===== src/rtl/tile_pkg.sv =====
// Shared tile-grid geometry and cell types, used by the scanner, the board logic and the glyph ROM.
package tile_pkg;

  localparam int TILE_LOG2 = 6;
  localparam int GRID_LOG2 = 2;
  localparam int GRID_PX   = 256;

  typedef logic [3:0] cell_addr_t;
  typedef logic [3:0] tile_exp_t;

  function automatic cell_addr_t cell_addr(input logic [GRID_LOG2-1:0] row,
                                           input logic [GRID_LOG2-1:0] col);
    return {row, col};
  endfunction

endpackage


===== src/rtl/grid_tile_scanner_if.sv =====
// Tile coordinate bus from the scanner (master) to the glyph ROM lookup (slave).
interface grid_tile_scanner_if;
  import tile_pkg::*;

  // Handshake: tile_valid qualifies tile_index/tile_x/tile_y for exactly one pixel
  // clock. There is no ready; the consumer must accept every beat at pixel rate.
  tile_exp_t            tile_index;
  logic [TILE_LOG2-1:0] tile_x;
  logic [TILE_LOG2-1:0] tile_y;
  logic                 tile_valid;

  modport master (output tile_index, output tile_x, output tile_y, output tile_valid);
  modport slave  (input  tile_index, input  tile_x, input  tile_y, input  tile_valid);

endinterface


===== src/rtl/tile_axis_counter.sv =====
// One axis of the board scan: pixel-in-tile counter, tile counter and an active flag.
module tile_axis_counter
  import tile_pkg::*;
(
  input  logic                 clk,
  input  logic                 rst,
  input  logic                 arm,
  input  logic                 step,
  input  logic                 clr,
  output logic [TILE_LOG2-1:0] local_cnt,
  output logic [GRID_LOG2-1:0] tile_cnt,
  output logic                 active,
  output logic                 last
);

  localparam logic [TILE_LOG2-1:0] LOCAL_MAX = '1;
  localparam logic [GRID_LOG2-1:0] TILE_MAX  = '1;

  assign last = active && (tile_cnt == TILE_MAX) && (local_cnt == LOCAL_MAX);

  // Arm wins over everything; step and clr may coincide so the final step wraps to 0.
  always_ff @(posedge clk or posedge rst) begin
    if (rst) begin
      local_cnt <= '0;
      tile_cnt  <= '0;
      active    <= 1'b0;
    end else if (arm) begin
      local_cnt <= '0;
      tile_cnt  <= '0;
      active    <= 1'b1;
    end else begin
      if (step && active) begin
        local_cnt <= local_cnt + 1'b1;
        if (local_cnt == LOCAL_MAX) tile_cnt <= tile_cnt + 1'b1;
      end
      if (clr) active <= 1'b0;
    end
  end

endmodule


===== src/rtl/grid_tile_scanner.sv =====
// Maps the beam position onto the 4x4 board: cell address for the board regfile and
// registered per-pixel tile coordinates for the glyph ROM.
module grid_tile_scanner
  import tile_pkg::*;
#(
  parameter int GRID_X0 = 192,
  parameter int GRID_Y0 = 112
) (
  input  logic                  clk,
  input  logic                  rst,
  input  logic [9:0]            hpos,
  input  logic [9:0]            vpos,
  input  logic                  de,
  output cell_addr_t            board_addr,
  input  tile_exp_t             board_val,
  grid_tile_scanner_if.master   tile
);

  localparam logic [9:0] ARM_H = 10'(GRID_X0 - 1);
  localparam logic [9:0] ARM_V = 10'(GRID_Y0 - 1);

  logic                 de_q;
  logic                 de_fall;

  logic [TILE_LOG2-1:0] cx, cy;
  logic [GRID_LOG2-1:0] col, row;
  logic                 h_act, v_act;
  logic                 h_last, v_last;

  logic                 h_arm, h_clr;
  logic                 v_arm, v_clr;

  assign de_fall = de_q && !de;

  assign h_arm = de && (hpos == ARM_H);
  assign h_clr = !de || h_last;

  // Vertical state moves only at line end; resync at line 0 is overridden by arming.
  assign v_arm = de_fall && (vpos == ARM_V);
  assign v_clr = de_fall && ((vpos == 10'd0) || v_last);

  tile_axis_counter u_h_axis (
    .clk       (clk),
    .rst       (rst),
    .arm       (h_arm),
    .step      (de),
    .clr       (h_clr),
    .local_cnt (cx),
    .tile_cnt  (col),
    .active    (h_act),
    .last      (h_last)
  );

  tile_axis_counter u_v_axis (
    .clk       (clk),
    .rst       (rst),
    .arm       (v_arm),
    .step      (de_fall),
    .clr       (v_clr),
    .local_cnt (cy),
    .tile_cnt  (row),
    .active    (v_act),
    .last      (v_last)
  );

  assign board_addr = cell_addr(row, col);

  always_ff @(posedge clk or posedge rst) begin
    if (rst) begin
      de_q <= 1'b0;
    end else begin
      de_q <= de;
    end
  end

  // Single output stage; board_val is the same-cycle answer for board_addr.
  always_ff @(posedge clk or posedge rst) begin
    if (rst) begin
      tile.tile_valid <= 1'b0;
      tile.tile_index <= '0;
      tile.tile_x     <= '0;
      tile.tile_y     <= '0;
    end else if (de && h_act && v_act) begin
      tile.tile_valid <= 1'b1;
      tile.tile_index <= board_val;
      tile.tile_x     <= cx;
      tile.tile_y     <= cy;
    end else begin
      tile.tile_valid <= 1'b0;
      tile.tile_index <= '0;
      tile.tile_x     <= '0;
      tile.tile_y     <= '0;
    end
  end

endmodule


===== src/flat_wrapper.sv =====
// flat-port wrapper written by rule: the top's interface ports become plain ports
module grid_tile_scanner_flat import tile_pkg::*;
#(
  parameter int GRID_X0 = 192,
  parameter int GRID_Y0 = 112
)
  (clk, rst, hpos, vpos, de, board_addr, board_val, tile_tile_index, tile_tile_x, tile_tile_y, tile_tile_valid);
  grid_tile_scanner_if tile_i ();
  input  logic clk;
  input  logic rst;
  input  logic [9:0] hpos;
  input  logic [9:0] vpos;
  input  logic de;
  output cell_addr_t board_addr;
  input  tile_exp_t board_val;
  output wire logic [$bits(tile_i.tile_index)-1:0] tile_tile_index;
  output wire logic [$bits(tile_i.tile_x)-1:0] tile_tile_x;
  output wire logic [$bits(tile_i.tile_y)-1:0] tile_tile_y;
  output wire logic [$bits(tile_i.tile_valid)-1:0] tile_tile_valid;
  assign tile_tile_index = tile_i.tile_index;
  assign tile_tile_x = tile_i.tile_x;
  assign tile_tile_y = tile_i.tile_y;
  assign tile_tile_valid = tile_i.tile_valid;
  grid_tile_scanner #(.GRID_X0(GRID_X0), .GRID_Y0(GRID_Y0)) u_core (.clk(clk), .rst(rst), .hpos(hpos), .vpos(vpos), .de(de), .board_addr(board_addr), .board_val(board_val), .tile(tile_i));
endmodule

===== config.mk =====
export PLATFORM = sky130hd
export DESIGN_NAME = grid_tile_scanner_flat
export DESIGN_NICKNAME = d
export VERILOG_FILES = /design/src/rtl/tile_pkg.sv /design/src/rtl/grid_tile_scanner_if.sv /design/src/rtl/tile_axis_counter.sv /design/src/rtl/grid_tile_scanner.sv /design/src/flat_wrapper.sv
export SDC_FILE = /design/constraint.sdc
export NUM_CORES = 1
export LEC_CHECK = 0
export ABC_AREA = 1
export CAP_MARGIN = 30
export CORE_ASPECT_RATIO = 2
export CORE_MARGIN = 1.5
export CORE_UTILIZATION = 47
export CTS_CLUSTER_SIZE = 16
export DETAILED_ROUTE_END_ITERATION = 12
export GPL_ROUTABILITY_DRIVEN = 0
export PLACE_DENSITY = 0.9
export SLEW_MARGIN = 10
export SYNTH_ARGS = -nofsm -noshare
export SYNTH_HDL_FRONTEND = slang
export SYNTH_SLANG_ARGS = --single-unit

===== constraint.sdc =====
create_clock -name clk -period 1.8 [get_ports clk]
set_clock_uncertainty 0.2 [all_clocks]
set_input_delay 0.36 -clock clk [delete_from_list [all_inputs] [get_ports clk]]
set_output_delay 0.36 -clock clk [all_outputs]
set_load 0.01 [all_outputs]

==> reports/qor.yml <==
status:
  status: "completed"
grt:
  grt_antenna_before_repair: 0
  overflow: 0
  grt_pass1_wl_um: 6450
  grt_pass1_vias: 1570
  grt_usage_pct: 22.3
  grt_max_degree: 37
timing:
  fmax_mhz: 569
  hold_viol_final: 0
  slew_violations: 0
  maxSlewHeadroom_pct: 80.7
  fin_crit_ns: 1.76
  rsz0062_at_grt: "yes"
  period_share_pct: 97.7
  finalSetupViolCount: 0
  hold_ws_ns: 0.217
  worst_slew_pin_slew_ns: 0.289
route:
  post_drt_wl_per_cell_um: 11.9
  drtPass1Iterations: 4
  totalWireLength_um: 3630
  drt_iter0_drc: 40
  drc: 0
  vias: 1477
  via_per_inst: 4.84
  postRouteAntennaNets: 0
cells_and_area:
  drive_gt1_share_pct: 10.1
  antenna_cells: 0
  area.sequential_um2: 901
  synthToLayoutAreaGrowth_pct: 41.3
  final_core_util_pct: 69.3
  nFillCells: 268
  nets: 287
  multi_input_area_um2: 648
yosys:
  avgSynthCellArea_um2: 8.59
  yosysWarnings: 0
  synth_edf_count: 0
  ys_ff_latch: 36
  synth_seq_area_share_pct: 53.8
  synth_cell_types: 23
  synth_area_um2: 1680
  async_flop_share_pct: 100
  syn-num-nets: 226
  synth_cells: 195
  synth_ff_type: "dfrtp_1"
floorplanning:
  start_util_pct: 49.0
  io-pin-count: 48
  fp-row-count: 30
  core_area_um2: 3420
  die_h_um: 87.4
  die-area_um2: 3950
  die_w_um: 45.2
critical_path:
  cp.arrival_ns: 1.20
  crit_buf_inv: 1
  slowest_delay_ns: 0.54
  crit_chain: "clkdlybuf4s50_1"
  r2r_start: "u_core.u_v_axis.local_cnt[1]"
  path_class: "register to primary output"
  crit_path_start_kind: "register"
  path_max_fanout: 3
  crit_path_end_kind: "primary output"
  r2r_setup_slack_ns: 0.27
  worst_r2r_endpoint: "u_core.u_v_axis.tile_cnt[0]"
  cp_data_required_time_ns: 1.24
  critical-path-top-delay-family: "buffers and inverters"
  ff2ff_path_depth: 8
  slowest_stage: "clkdlybuf4s50_1"
power_and_ir_drop:
  total_power_mw: 1.56
  power_density_nw_per_um2: 659
  leakage_nw: 1.23
  vdd_drop_max_v: 0.000466
clock_tree:
  cts_tree: "built"
  cts_resized: 1
  cts_setup_buffers: 0
  clock-sinks: 36
  clock_tree.buffer_depth: 2
  clock_latency_ns: 0.29
  cts_root_buf: "clkbuf_8"
  numCtsBuffers: 5
  clkTransAtPathRegs_ns: 0.07
  ctsHoldBuffers: 0
  htree_levels: 2
min_path:
  hold_path.class: "input port to async pin"
job:
  maxCapViolations: 0
placed_design:
  portBuffers: 47
  dp_hpwl_um: 2840
## registers in the layout (all words and copies together), names as in the netlist
signal / count
u_core.u_h_axis.tile_cnt: 2
u_core.u_v_axis.active: 1
u_core.tile.tile_x: 6
u_core.tile.tile_index: 4
u_core.u_v_axis.tile_cnt: 2
u_core.de_q: 1
u_core.u_h_axis.local_cnt: 6
u_core.u_h_axis.active: 1
u_core.u_v_axis.local_cnt: 6
u_core.tile.tile_y: 6
u_core.tile.tile_valid: 1
## metal layers
metal | share of wire [%] | vias to the layer above | GRT usage [%] | routed length, um
met1 | 34 | 706 | 21.5 | 1240
met5 | 0 | - | 0 | 0
met2 | 61 | 29 | 40.5 | 2200
met3 | 2.6 | 9 | 5.81 | 94
li1 | - | 733 | - | -
met4 | 2.5 | 0 | 11.2 | 91
## layout by cell type (no fill, tap or decap)
cell,n
a21oi_1,3
and2_1,1
buf_12,1
buf_4,7
clkbuf_1,2
clkbuf_8,6
clkdlybuf4s50_1,44
clkinv_2,1
dfrtp_1,36
dlygate4sd2_1,1
dlymetal6s2s_1,2
ha_1,4
inv_1,30
inv_2,1
nand2_1,34
nand2_4,2
nand3_1,11
nand3_2,2
nand3b_1,3
nand3b_2,1
nand4_1,3
nor2_1,39
nor2_2,1
nor2_4,2
nor3_1,4
nor3_2,2
nor3b_1,5
nor4_1,1
o21ai_0,8
## cells in the mapped netlist, types with 2 or more instances
cell type,number,area share [%]
nor2_1,39,8.7
dfrtp_1,36,54
nand2_1,34,7.6
inv_1,30,6.7
nand3_1,11,3.3
o21ai_0,8,2.4
nor3b_1,5,2.2
ha_1,4,3.0
nor3_1,4,1.2
a21oi_1,3,0.90
nand3b_1,3,1.3
nand4_1,3,1.1
nand2_4,2,1.3
nand3_2,2,1.2
nor2_4,2,1.3
nor3_2,2,1.2
## per-stage QoR
step                worst slack (ns)  instance area, um^2    TNS, ns  instances
floorplan                      0.418                 1680          0        195
global placement              -0.131                 2270      -2.18        297
detailed placement            -0.162                 2270      -3.36        297
CTS                          0.00762                 2360          0        305
global route               -0.000741                 2370  -0.000741        305
finish                        0.0421                 2370          0        305
## final cells by class
class	count	share of cell area, %
inverter	32	5.13
clock buffer	8	3.81
timing repair buffer	55	23.1
tap	48	2.54
sequential	36	38.1
multi-input combinational	126	27.4
## where the power goes
part           internal (mW)  switching, mW  leakage (nW)  total [mW]
clock network          0.312          0.273        0.0455       0.585
registers              0.821         0.0110         0.471       0.832
logic                 0.0771         0.0663         0.713       0.143
total                   1.21          0.350          1.23        1.56
## logic make-up (layout without fill, tap and decap cells)
| group | Yosys count | count (layout) | synth area share (%) |
|---|---|---|---|
| flops | 36 | 36 | 53.8 |
| fa+ha+maj | 4 | 4 | 2.99 |
| buf+inv | 33 | 95 | 7.54 |
| compound gates | 11 | 11 | 3.29 |
| simple gates | 111 | 111 | 32.4 |
## worst max path at each step
stage / cells after the start / slack (ns) / end / from
after global placement: 7 / -0.13 / u_core.u_v_axis.local_cnt[4] / de
after detailed placement: 7 / -0.16 / u_core.u_v_axis.local_cnt[4] / de
after global routing: 7 / -0.0007 / u_core.u_v_axis.local_cnt[4] / de
after CTS: 1 / 0.008 / board_addr[2] / u_core.u_v_axis.tile_cnt[0]
after floorplan: 6 / 0.42 / u_core.u_h_axis.tile_cnt[0] / u_core.u_h_axis.local_cnt[0]
final: 1 / 0.04 / board_addr[1] / u_core.u_h_axis.tile_cnt[1]
Power figures use the tool's default switching activity.
==> patch, RTL diff (same settings) <==
The package constant `TILE_LOG2` goes from 6 to 5.
--- a/src/rtl/tile_pkg.sv
+++ b/src/rtl/tile_pkg.sv
@@ -2,5 +2,5 @@
 package tile_pkg;
 
-  localparam int TILE_LOG2 = 6;
+  localparam int TILE_LOG2 = 5;
   localparam int GRID_LOG2 = 2;
   localparam int GRID_PX   = 256;
Ports: changed (resized tile_tile_x and tile_tile_y); port bits go from 48 to 46. No check against the original RTL was run, so the function may have changed too.
==> patch against the original RTL <==
Worst hold slack worse by 0.11 ns. Final area decreased by 8.8%. Via count down 16%. Register-to-register slack got worse by 0.10 ns. Wire length down 15%. Sequential cell count decreased by 4. Total power fell by 6.7%. Setup slack better by 0.046 ns. Sequential share of layout area decreased by 0.95 points. Maximum frequency up 2.7%. Largest cell class unchanged. Critical endpoint is now tile_tile_index[3]. Global-route usage shrank 2.6 points. Synthesized area is 10% lower.
==> patch: results (changes against the original RTL) <==
stage	metric	value	unit	change
worst_setup_path	R2R setup slack	0.17	ns	-0.10 ns
worst_setup_path	Worst R2R End	u_core.u_v_axis.active		
clocking	root buffer cell	clkbuf_8		
drt	first drt pass iteration count	4		unchanged
pwr	VDD IR max	0.7175	mV	+54%
drt	WL per Instance	11.67	um	-2.0%
pwr	Static Leak	1.174	nW	-4.5%
clocking	Clock Path Buffers	2		unchanged
global_route	initial antenna violation count	0		unchanged
min_path	worst hold path class	primary input to async pin		
drt	routed via count	1240		-16%
synthesis	post-synth cell types	24		+4.3%
run_status	outcome	finished clean		
clocking	CTS H-tree depth	2		unchanged
global_route	pin count of the biggest net entering global routing	28		-24%
global_route	vias in the first global route	1332		-15%
synthesis	sequential fraction of the synthesis area	53.16	%	-0.62 points
global_route	GRT Util Overall	19.70	%	-2.6 points
placed_design	dpl hpwl	2364	um	-17%
sta	Final Setup Violations	0		unchanged
placed_design	IO buf count	45		-4.3%
worst_setup_path	R2R depth	10		+2
drt	Iter 0 DRT Violations	23		-43%
pwr	switch share	22.94	%	+0.49 points
synthesis	FFs w/ async S/R, synth	100.0	%	unchanged
sta	Tightest Pin Transition	0.3324	ns	+0.04352 ns
synthesis	Ys Warns	0		unchanged
worst_setup_path	CP arrival	1.15	ns	-0.05 ns
worst_setup_path	slowest stage delay, CP	0.54	ns	about the same
synthesis	synth cell count leaders	nand2_1, nor2_1, dfrtp_1		
worst_setup_path	slowest CP cell	clkdlybuf4s50_1		
sta	total negative setup slack	0	ns	unchanged
worst_setup_path	CP max FO	1		-2
synthesis	synth top area cells	dfrtp_1, nand2_1, nor2_1		
clocking	Skew-Pair Late Insertion Delay	0.29	ns	about the same
cells_and_area	proportion of layout cells with a drive suffix above 1	12.45	%	+2.3 points
global_route	global-route wire length before repair	5319	um	-18%
clocking	Worst-path clk slew	0.07	ns	about the same
synthesis	ys flop type	dfrtp_1		
worst_setup_path	cell family with most CP delay	buffers and inverters		
cells_and_area	diode count	0		unchanged
worst_setup_path	reg2reg start	u_core.u_v_axis.local_cnt[1]		
placed_design	Placement Setup Slack	-0.07041	ns	+0.09163 ns
clocking	Num CTS Buffers	5		unchanged
synthesis	Syn Nets	206		-8.8%
cells_and_area	Final nets	265		-7.7%
==> patch: cell types whose count changed after synthesis, sizes merged, moves of 3 or more <==
| cell | delta |
|---|---|
| dfrtp | -4 |
| nand2 | +7 |
| nand3 | -5 |
| nand3b | -3 |
| nor2 | -7 |
| nor3 | -4 |
| nor3b | -4 |
| o21ai | -6 |
| xor2 | +6 |
==> patch: kinds of logic after synthesis <==
logic type / count (synthesis) / synth area share, %
adders and majority gates: 6 / 4.983
AOI/OAI and AO/OA: 5 / 1.827
DFF: 32 / 53.16
buffers and inverters: 33 / 8.970
and+or+nand+nor: 91 / 27.58
xor gates and xnor gates: 6 / 3.488
==> patch: per-layer routing <==
layer  routed length, um  part of all wire, %  vias to the layer above  track usage, %
met4                 114                  3.7                        0           9.917
met1                1049                   34                      567           17.55
met5                   0                    0                        -               0
li1                    -                    -                      634               -
met3                 120                  3.9                        9           5.870
met2                1785                   58                       30           37.05
==> patch: cell type report <==
type | instances | area (um^2)
tap | 30 | 37.54
timing repair buffer | 53 | 529.3
multi-input combinational | 108 | 573.1
clock buffer | 7 | 86.33
inverter | 32 | 123.9
fill | 222 | 854.6
sequential | 32 | 800.8
clock inverter | 1 | 7.507
==> patch: worst max-delay path by stage <==
stage	startpoint	endpoint	slack, ns	depth (start not counted)
after detailed placement	de	u_core.u_v_axis.tile_cnt[1]	-0.07	9
after global routing	u_core.u_v_axis.local_cnt[1]	u_core.u_v_axis.active	-0.005	10
final	u_core.tile.tile_index[3]	tile_tile_index[3]	0.09	1
after floorplan	u_core.u_v_axis.local_cnt[0]	u_core.u_v_axis.active	0.32	10
after CTS	u_core.u_v_axis.tile_cnt[0]	board_addr[2]	0.009	1
after global placement	de	u_core.u_v_axis.tile_cnt[1]	-0.04	9
==> patch: metrics by stage <==
stage / cells / hold WS (ns) / cell area (um^2)
floorplan: 173 / 0.1914 / 1506
global placement: 253 / 0.2932 / 2041
detailed placement: 253 / 0.2953 / 2041
CTS: 261 / 0.1114 / 2133
global route: 263 / 0.1181 / 2158
finish: 263 / 0.1047 / 2158
==> patch: power by group through the flow <==
stage	logic (W)	clock network [W]	registers [W]
finish	0.000142	0.000574	0.000740
global route	0.000162	0.000620	0.000741
CTS	0.000138	0.000586	0.000740
detailed placement	0.000137	0	0.000753
global placement	0.000132	0	0.000752
floorplan	0.0000555	0	0.000751
==> patch: repair_timing <==
item | 4_1_cts | 5_1_grt
gates resized for setup | 1 | 4
endpoints found under the setup margin | 1 | 4
buffers inserted | 0 | 2
